$ cat src/rtl/karatsuba_seq_ctrl_pkg.sv
// ---------------------------------------------------------------------------
// karatsuba_seq_ctrl_pkg
// Shared constants and types for the sequential two-level Karatsuba
// multiplier controller.
//   - DIGIT_W / NDIGITS / OPER_W : digit width, digit count, operand width
//   - SUBOP_W / SUBPROD_W        : booth sub-multiplier operand/product width
//   - NSTEPS                     : number of digit-pair products per operation
//   - state_e                    : controller state encoding
//   - Q_A_HI / Q_B_HI            : per-q half selection (bit q set = hi half)
//   - q_weight_shift()           : per-q weight as a left-shift amount
// ---------------------------------------------------------------------------
package karatsuba_seq_ctrl_pkg;

  localparam int DIGIT_W   = 8;
  localparam int NDIGITS   = 4;
  localparam int OPER_W    = DIGIT_W * NDIGITS;
  localparam int SUBOP_W   = DIGIT_W + 2;
  localparam int SUBPROD_W = 2 * DIGIT_W + 4;
  localparam int NSTEPS    = 12;

  typedef enum logic [1:0] {
    ST_IDLE    = 2'd0,
    ST_RUN     = 2'd1,
    ST_COMBINE = 2'd2,
    ST_DONE    = 2'd3
  } state_e;

  // Half-pair per q: q0 (lo,lo), q1 (hi,hi), q2 (lo,hi), q3 (hi,lo).
  // Bit q of each mask says whether that operand uses its hi half.
  localparam logic [3:0] Q_A_HI = 4'b1010;
  localparam logic [3:0] Q_B_HI = 4'b0110;

  // Weight of a half-pair product: q0 -> 1, q1 -> r^4, q2/q3 -> r^2,
  // expressed as a shift in units of the digit width m.
  function automatic int unsigned q_weight_shift(input logic [1:0] q,
                                                 input int unsigned m);
    int unsigned sh;
    sh = 0;
    case (q)
      2'd0:    sh = 0;
      2'd1:    sh = 4 * m;
      default: sh = 2 * m;
    endcase
    return sh;
  endfunction

endpackage

$ cat src/rtl/karatsuba_seq_ctrl_booth.sv
// ---------------------------------------------------------------------------
// karatsuba_seq_ctrl_booth
// Combinational radix-4 Booth multiplier for two's-complement operands.
//   a_i [W-1:0]  multiplicand
//   b_i [W-1:0]  multiplier
//   p_o [PW-1:0] product (PW must equal 2*W, W must be even)
// ---------------------------------------------------------------------------
module karatsuba_seq_ctrl_booth
  import karatsuba_seq_ctrl_pkg::*;
#(
  parameter int W  = SUBOP_W,
  parameter int PW = SUBPROD_W
) (
  input  logic [W-1:0]  a_i,
  input  logic [W-1:0]  b_i,
  output logic [PW-1:0] p_o
);

  localparam int NPP = W / 2;

  logic [W:0]    b_pad;
  logic [PW-1:0] a_ext;
  logic [PW-1:0] a_ext2;
  logic [PW-1:0] pp [NPP];

  // Implicit zero below the LSB starts the first Booth triplet.
  assign b_pad  = {b_i, 1'b0};
  assign a_ext  = {{(PW - W){a_i[W-1]}}, a_i};
  assign a_ext2 = a_ext << 1;

  genvar gi;
  generate
    for (gi = 0; gi < NPP; gi++) begin : g_pp
      logic [2:0]    trip;
      logic [PW-1:0] mag;

      assign trip = b_pad[2*gi +: 3];

      always_comb begin
        mag = '0;
        case (trip)
          3'b001, 3'b010: mag = a_ext;
          3'b011:         mag = a_ext2;
          3'b100:         mag = -a_ext2;
          3'b101, 3'b110: mag = -a_ext;
          default:        mag = '0;
        endcase
      end

      assign pp[gi] = mag << (2 * gi);
    end
  endgenerate

  always_comb begin
    p_o = '0;
    for (int i = 0; i < NPP; i++) begin
      p_o = p_o + pp[i];
    end
  end

endmodule

$ cat src/rtl/karatsuba_seq_ctrl.sv
// ---------------------------------------------------------------------------
// karatsuba_seq_ctrl
// Multi-cycle unsigned N x N multiplier built around one shared Booth
// sub-multiplier. Twelve digit-pair products are accumulated into partial
// sums G0/G1/G2 (one per cycle), then combined as
// G2*r^2 + (G1-G0-G2)*r + G0.
//   clk, rst_n          clock, asynchronous active-low reset
//   in_valid/in_ready   operand handshake (A, B)
//   out_valid/out_ready result handshake (out = A*B, 2N bits)
//   busy                high while computing (RUN or COMBINE)
//   step                current step 0..11 in RUN, 0 otherwise
// ---------------------------------------------------------------------------
module karatsuba_seq_ctrl
  import karatsuba_seq_ctrl_pkg::*;
#(
  parameter int N = OPER_W,
  parameter int K = NDIGITS,
  parameter int M = DIGIT_W
) (
  input  logic           clk,
  input  logic           rst_n,
  input  logic           in_valid,
  output logic           in_ready,
  input  logic [N-1:0]   A,
  input  logic [N-1:0]   B,
  output logic           out_valid,
  input  logic           out_ready,
  output logic [2*N-1:0] out,
  output logic           busy,
  output logic [3:0]     step
);

  localparam int SW = M + 2;
  localparam int PW = 2 * M + 4;
  localparam int GW = 2 * N;

  state_e        state_q, state_d;
  logic [3:0]    step_q, step_d;
  logic [N-1:0]  a_q, a_d;
  logic [N-1:0]  b_q, b_d;
  logic [GW-1:0] g0_q, g0_d;
  logic [GW-1:0] g1_q, g1_d;
  logic [GW-1:0] g2_q, g2_d;
  logic [GW-1:0] out_q, out_d;

  logic [M-1:0]  a_dig [K];
  logic [M-1:0]  b_dig [K];
  logic [1:0]    g_idx;
  logic [1:0]    q_idx;
  logic [M-1:0]  xa0, xa1, xb0, xb1;
  logic [SW-1:0] op_a, op_b;
  logic [PW-1:0] sub_prod;
  logic [GW-1:0] addend;
  logic [GW-1:0] comb_mid;
  logic [GW-1:0] comb_val;

  // Digits are taken LSB-first from the latched operands.
  genvar gi;
  generate
    for (gi = 0; gi < K; gi++) begin : g_dig
      assign a_dig[gi] = a_q[gi*M +: M];
      assign b_dig[gi] = b_q[gi*M +: M];
    end
  endgenerate

  assign g_idx = step_q[3:2];
  assign q_idx = step_q[1:0];

  // Inner-level Karatsuba operand for a half (x1,x0): x0, x0+x1 or x1,
  // zero-extended so the signed Booth core always sees non-negative values.
  function automatic logic [SW-1:0] g_operand(input logic [1:0] g,
                                              input logic [M-1:0] x1,
                                              input logic [M-1:0] x0);
    logic [SW-1:0] r;
    case (g)
      2'd0:    r = SW'(x0);
      2'd1:    r = SW'({1'b0, x0} + {1'b0, x1});
      default: r = SW'(x1);
    endcase
    return r;
  endfunction

  always_comb begin
    xa0  = Q_A_HI[q_idx] ? a_dig[2] : a_dig[0];
    xa1  = Q_A_HI[q_idx] ? a_dig[3] : a_dig[1];
    xb0  = Q_B_HI[q_idx] ? b_dig[2] : b_dig[0];
    xb1  = Q_B_HI[q_idx] ? b_dig[3] : b_dig[1];
    op_a = '0;
    op_b = '0;
    // Sub-multiplier is quiet outside RUN.
    if (state_q == ST_RUN) begin
      op_a = g_operand(g_idx, xa1, xa0);
      op_b = g_operand(g_idx, xb1, xb0);
    end
  end

  karatsuba_seq_ctrl_booth #(
    .W  (SW),
    .PW (PW)
  ) u_booth (
    .a_i (op_a),
    .b_i (op_b),
    .p_o (sub_prod)
  );

  assign addend = {{(GW - PW){1'b0}}, sub_prod} << q_weight_shift(q_idx, M);

  // The middle term is non-negative in exact arithmetic, so the modular
  // subtraction cannot wrap in a way that affects the final result.
  assign comb_mid = g1_q - g0_q - g2_q;
  assign comb_val = (g2_q << (2 * M)) + (comb_mid << M) + g0_q;

  always_comb begin
    state_d = state_q;
    step_d  = step_q;
    a_d     = a_q;
    b_d     = b_q;
    g0_d    = g0_q;
    g1_d    = g1_q;
    g2_d    = g2_q;
    out_d   = out_q;
    case (state_q)
      ST_IDLE: begin
        if (in_valid) begin
          a_d     = A;
          b_d     = B;
          g0_d    = '0;
          g1_d    = '0;
          g2_d    = '0;
          step_d  = '0;
          state_d = ST_RUN;
        end
      end
      ST_RUN: begin
        case (g_idx)
          2'd0:    g0_d = g0_q + addend;
          2'd1:    g1_d = g1_q + addend;
          default: g2_d = g2_q + addend;
        endcase
        if (step_q == 4'(NSTEPS - 1)) begin
          step_d  = '0;
          state_d = ST_COMBINE;
        end else begin
          step_d = step_q + 4'd1;
        end
      end
      ST_COMBINE: begin
        out_d   = comb_val;
        state_d = ST_DONE;
      end
      ST_DONE: begin
        if (out_ready) begin
          state_d = ST_IDLE;
        end
      end
      default: state_d = ST_IDLE;
    endcase
  end

  always_ff @(posedge clk or negedge rst_n) begin
    if (!rst_n) begin
      state_q <= ST_IDLE;
      step_q  <= '0;
      a_q     <= '0;
      b_q     <= '0;
      g0_q    <= '0;
      g1_q    <= '0;
      g2_q    <= '0;
      out_q   <= '0;
    end else begin
      state_q <= state_d;
      step_q  <= step_d;
      a_q     <= a_d;
      b_q     <= b_d;
      g0_q    <= g0_d;
      g1_q    <= g1_d;
      g2_q    <= g2_d;
      out_q   <= out_d;
    end
  end

  assign in_ready  = (state_q == ST_IDLE);
  assign out_valid = (state_q == ST_DONE);
  assign busy      = (state_q == ST_RUN) || (state_q == ST_COMBINE);
  assign step      = (state_q == ST_RUN) ? step_q : 4'd0;
  assign out       = out_q;

endmodule
$ cat config.mk
export PLATFORM = sky130hd
export DESIGN_NAME = karatsuba_seq_ctrl
export DESIGN_NICKNAME = d
export VERILOG_FILES = /design/src/rtl/karatsuba_seq_ctrl_pkg.sv /design/src/rtl/karatsuba_seq_ctrl_booth.sv /design/src/rtl/karatsuba_seq_ctrl.sv
export SDC_FILE = /design/constraint.sdc
export NUM_CORES = 2
export LEC_CHECK = 0
export CAP_MARGIN = 20
export CELL_PAD_IN_SITES_DETAIL_PLACEMENT = 0
export CELL_PAD_IN_SITES_GLOBAL_PLACEMENT = 1
export CORE_MARGIN = 5
export CORE_UTILIZATION = 49
export CTS_CLUSTER_SIZE = 12
export DETAILED_ROUTE_END_ITERATION = 8
export HOLD_SLACK_MARGIN = 0.15
export PLACE_DENSITY = 0.87
export REMOVE_ABC_BUFFERS = 1
export SLEW_MARGIN = 20
export SYNTH_ARGS = -nofsm -noshare
export SYNTH_HDL_FRONTEND = slang
export SYNTH_HIERARCHICAL = 1
export SYNTH_SLANG_ARGS = --single-unit
export TNS_END_PERCENT = 20
$ cat constraint.sdc
create_clock -name clk -period 14.1 [get_ports clk]
set_clock_uncertainty 0.1 [all_clocks]
set_input_delay 1.41 -clock clk [delete_from_list [all_inputs] [get_ports clk]]
set_output_delay 1.41 -clock clk [all_outputs]
set_load 0.005 [all_outputs]
==> impl_metrics.tcl <==
set metrics [dict create \
    status "complete, no violations" \
    crit_fanout 23 \
    top_layer_used "met4" \
    syn_to_final_growth_pct 10.0 \
    gp_congestion 0.988 \
    via_per_inst 6.20 \
    wl_met1_mm 51.1 \
    fillers 6823 \
    drive_gt1_frac 0.0801 \
    io_pins 139 \
    portBuffers 138 \
    antenna_found_initial 0 \
    hp-class "flip-flop to flip-flop" \
    htree_levels 2 \
    core_area_um2 73200 \
    crit_path_top_delay_cell "dfrtp_1" \
    slew_viol_final 0 \
    reg2reg_from "step_q[0]" \
    cts-root-buf "clkbuf_16" \
    hp-start "out[33]" \
    grt_start_max_net_pins 81 \
    crit_arrival_ns 12.69 \
    ant_nets 0 \
    timing.fmax_mhz 81.0 \
    most-common-layout-cells "384 x a21oi_1, 353 x nand2_1, 339 x ha_1" \
    rsz0062_at_grt "false" \
    slew_headroom 0.305 \
    clkSinkCount 310 \
    synth-seq-area-share 0.214 \
    slowest_delay_ns 0.96 \
    synth_edf_count 0 \
    cts_tree "yes" \
    synth_seq_cells 310 \
    syn_area_um2 36200 \
    dp_hpwl_mm 94.2 \
    layout.cells.most_common "a21oi_1" \
    grt_pass1_vias 32028 \
    cp-end-kind "flip-flop" \
    crit_top_cell "ha_1" \
    synthCells 4317 \
    routed_wl_mm 117 \
    setup-tns-final_ns 0 \
    grt_pass1_wl_mm 182 \
    crit_type "flip-flop to flip-flop" \
    die_y_um 282 \
    die_x_um 282 \
    worstSetupStartpointType "flip-flop" \
    cap_viol_max_count 0 \
    worst_pin_slew_ns 1.04 \
    syn_area_per_cell_um2 8.40 \
    wire_per_inst_um 22.1 \
    async_flop_share 1.00 \
    crit_family "compound AO/OA/AOI/OAI gates" \
    clkLatencyLatePin_ns 0.60 \
    post_cts_resized 0 \
    dr_wl_met3_mm 10.0 \
    clockBufferDepth 3 \
    required_ns 14.45 \
    nNetsFinal 4880 \
    synth_cell_type_count 103 \
    crit_buf_inv 4 \
    path_clk_slew_ns 0.06 \
    vias 32973 \
    synth_top_area_frac 0.214 \
    drc_errors 0 \
    setup_viol 0 \
    met2_length_mm 51.8 \
    firstDrtPassIters 6 \
    hold_viol 0 \
    period_needed_ns 12.35 \
    grt_overflow 0 \
    crit_path_start "step_q[0]" \
    cts_hold_buf 0 \
    grt_usage 0.287 \
    netlist_top_cells_area "dfrtp_1 21%, ha_1 12%, fa_1 8.2%, a21oi_1 5.3%, mux2_2 4.9%" \
    synth_top_area_cell "dfrtp_1" \
    initial_utilization 0.495 \
    synth_ff_type "dfrtp_1" \
    die_area_um2 79500 \
    antenna_cells 0 \
    rows 99 \
    synth_warnings 6 \
    first_iter_violations 2951 \
    cts_buffers 41 \
    cts_setup_buffers 0 \
    period_share 0.876 \
]
==> state kept, by name, indices dropped and copies added (netlist names) <==
register	flops
out	64
a_q	32
step_q	4
g0_q	64
g2_q	56
state_q	2
g1_q	56
b_q	32
==> cell families (layout without fill, tap and decap cells) <==
logic type,Yosys count,after routing,share of synthesized area
other cells,1,8,0.000103
xor+xnor,295,295,0.0730
simple gates,1075,1075,0.141
mux,204,204,0.0624
flops,310,310,0.214
compound gates,1457,1457,0.259
buf+inv,487,518,0.0512
fa+ha+maj,488,488,0.199
==> routing by layer <==
layer  global-route usage  up-vias
met3               0.0477      209
met4               0.0950        0
met5                    0        -
li1                     -    15686
met1                0.399    15775
met2                0.459     1303
==> cell type report <==
type	instances	area, µm²	share of cell area
clock buffers	56	1180	0.0297
clock inverters	18	239	0.00599
inverters	265	995	0.0249
multi-input cells	3527	26800	0.672
flip-flops and latches	310	7760	0.195
well taps	959	1200	0.0301
repair buffers	179	1690	0.0425
==> worst register-to-register path: cells and delay by family (launching register included) <==
kind            cells  cell delay [ns]
flops               1             0.96
xor+xnor            3             0.75
buf+inv             4             0.81
compound gates     19             4.88
mux                 1             0.44
simple gates        6             0.97
fa+ha+maj           7             3.36
==> cell usage after synthesis, drive strengths merged (15+ instances only) <==
cell,n
nor2b,41
o31ai,21
nand4,64
o211ai,31
nand3,81
or3,17
a21oi,386
a21boi,17
clkbuf,199
o22ai,102
xnor2,175
a31oi,41
mux2i,45
fa,148
nor2,262
nor3,41
or2,15
ha,340
o21bai,61
nand2b,34
a211oi,50
buf,23
a311oi,16
a21o,188
nand2,358
o21a,52
inv,261
xor2,118
and2,68
o21ai,325
dfrtp,310
and3,50
mux2,157
==> stage by stage <==
| stage | setup WS, ns | hold slack (ns) | cell area, µm² | utilization | cells |
|---|---|---|---|---|---|
| after CTS | 1.78 | 0.402 | 39900 | 0.545 | 5314 |
| after global placement | 2.12 | 0.382 | 38400 | 0.525 | 5240 |
| after detailed placement | 1.83 | 0.387 | 38500 | 0.525 | 5240 |
| after global routing | 0.850 | 0.413 | 39900 | 0.545 | 5314 |
| after floorplan | 0.585 | 0.374 | 35400 | - | 4102 |
| final | 1.75 | 0.404 | 39900 | 0.545 | 5314 |
==> final timing paths <==
kind,to,slack [ns],depth (start not counted)
max,g0_q[60],1.75,40
min,out[33],0.40,1
min reg2reg,out[33],0.40,1
min in group asynchronous,a_q[10],0.73,1
max reg2reg,g0_q[60],1.75,40
max in group asynchronous,g2_q[25],10.49,4
Power is not shown: default switching activity piles up to over one toggle a cycle in this logic, so the estimate is an artifact.
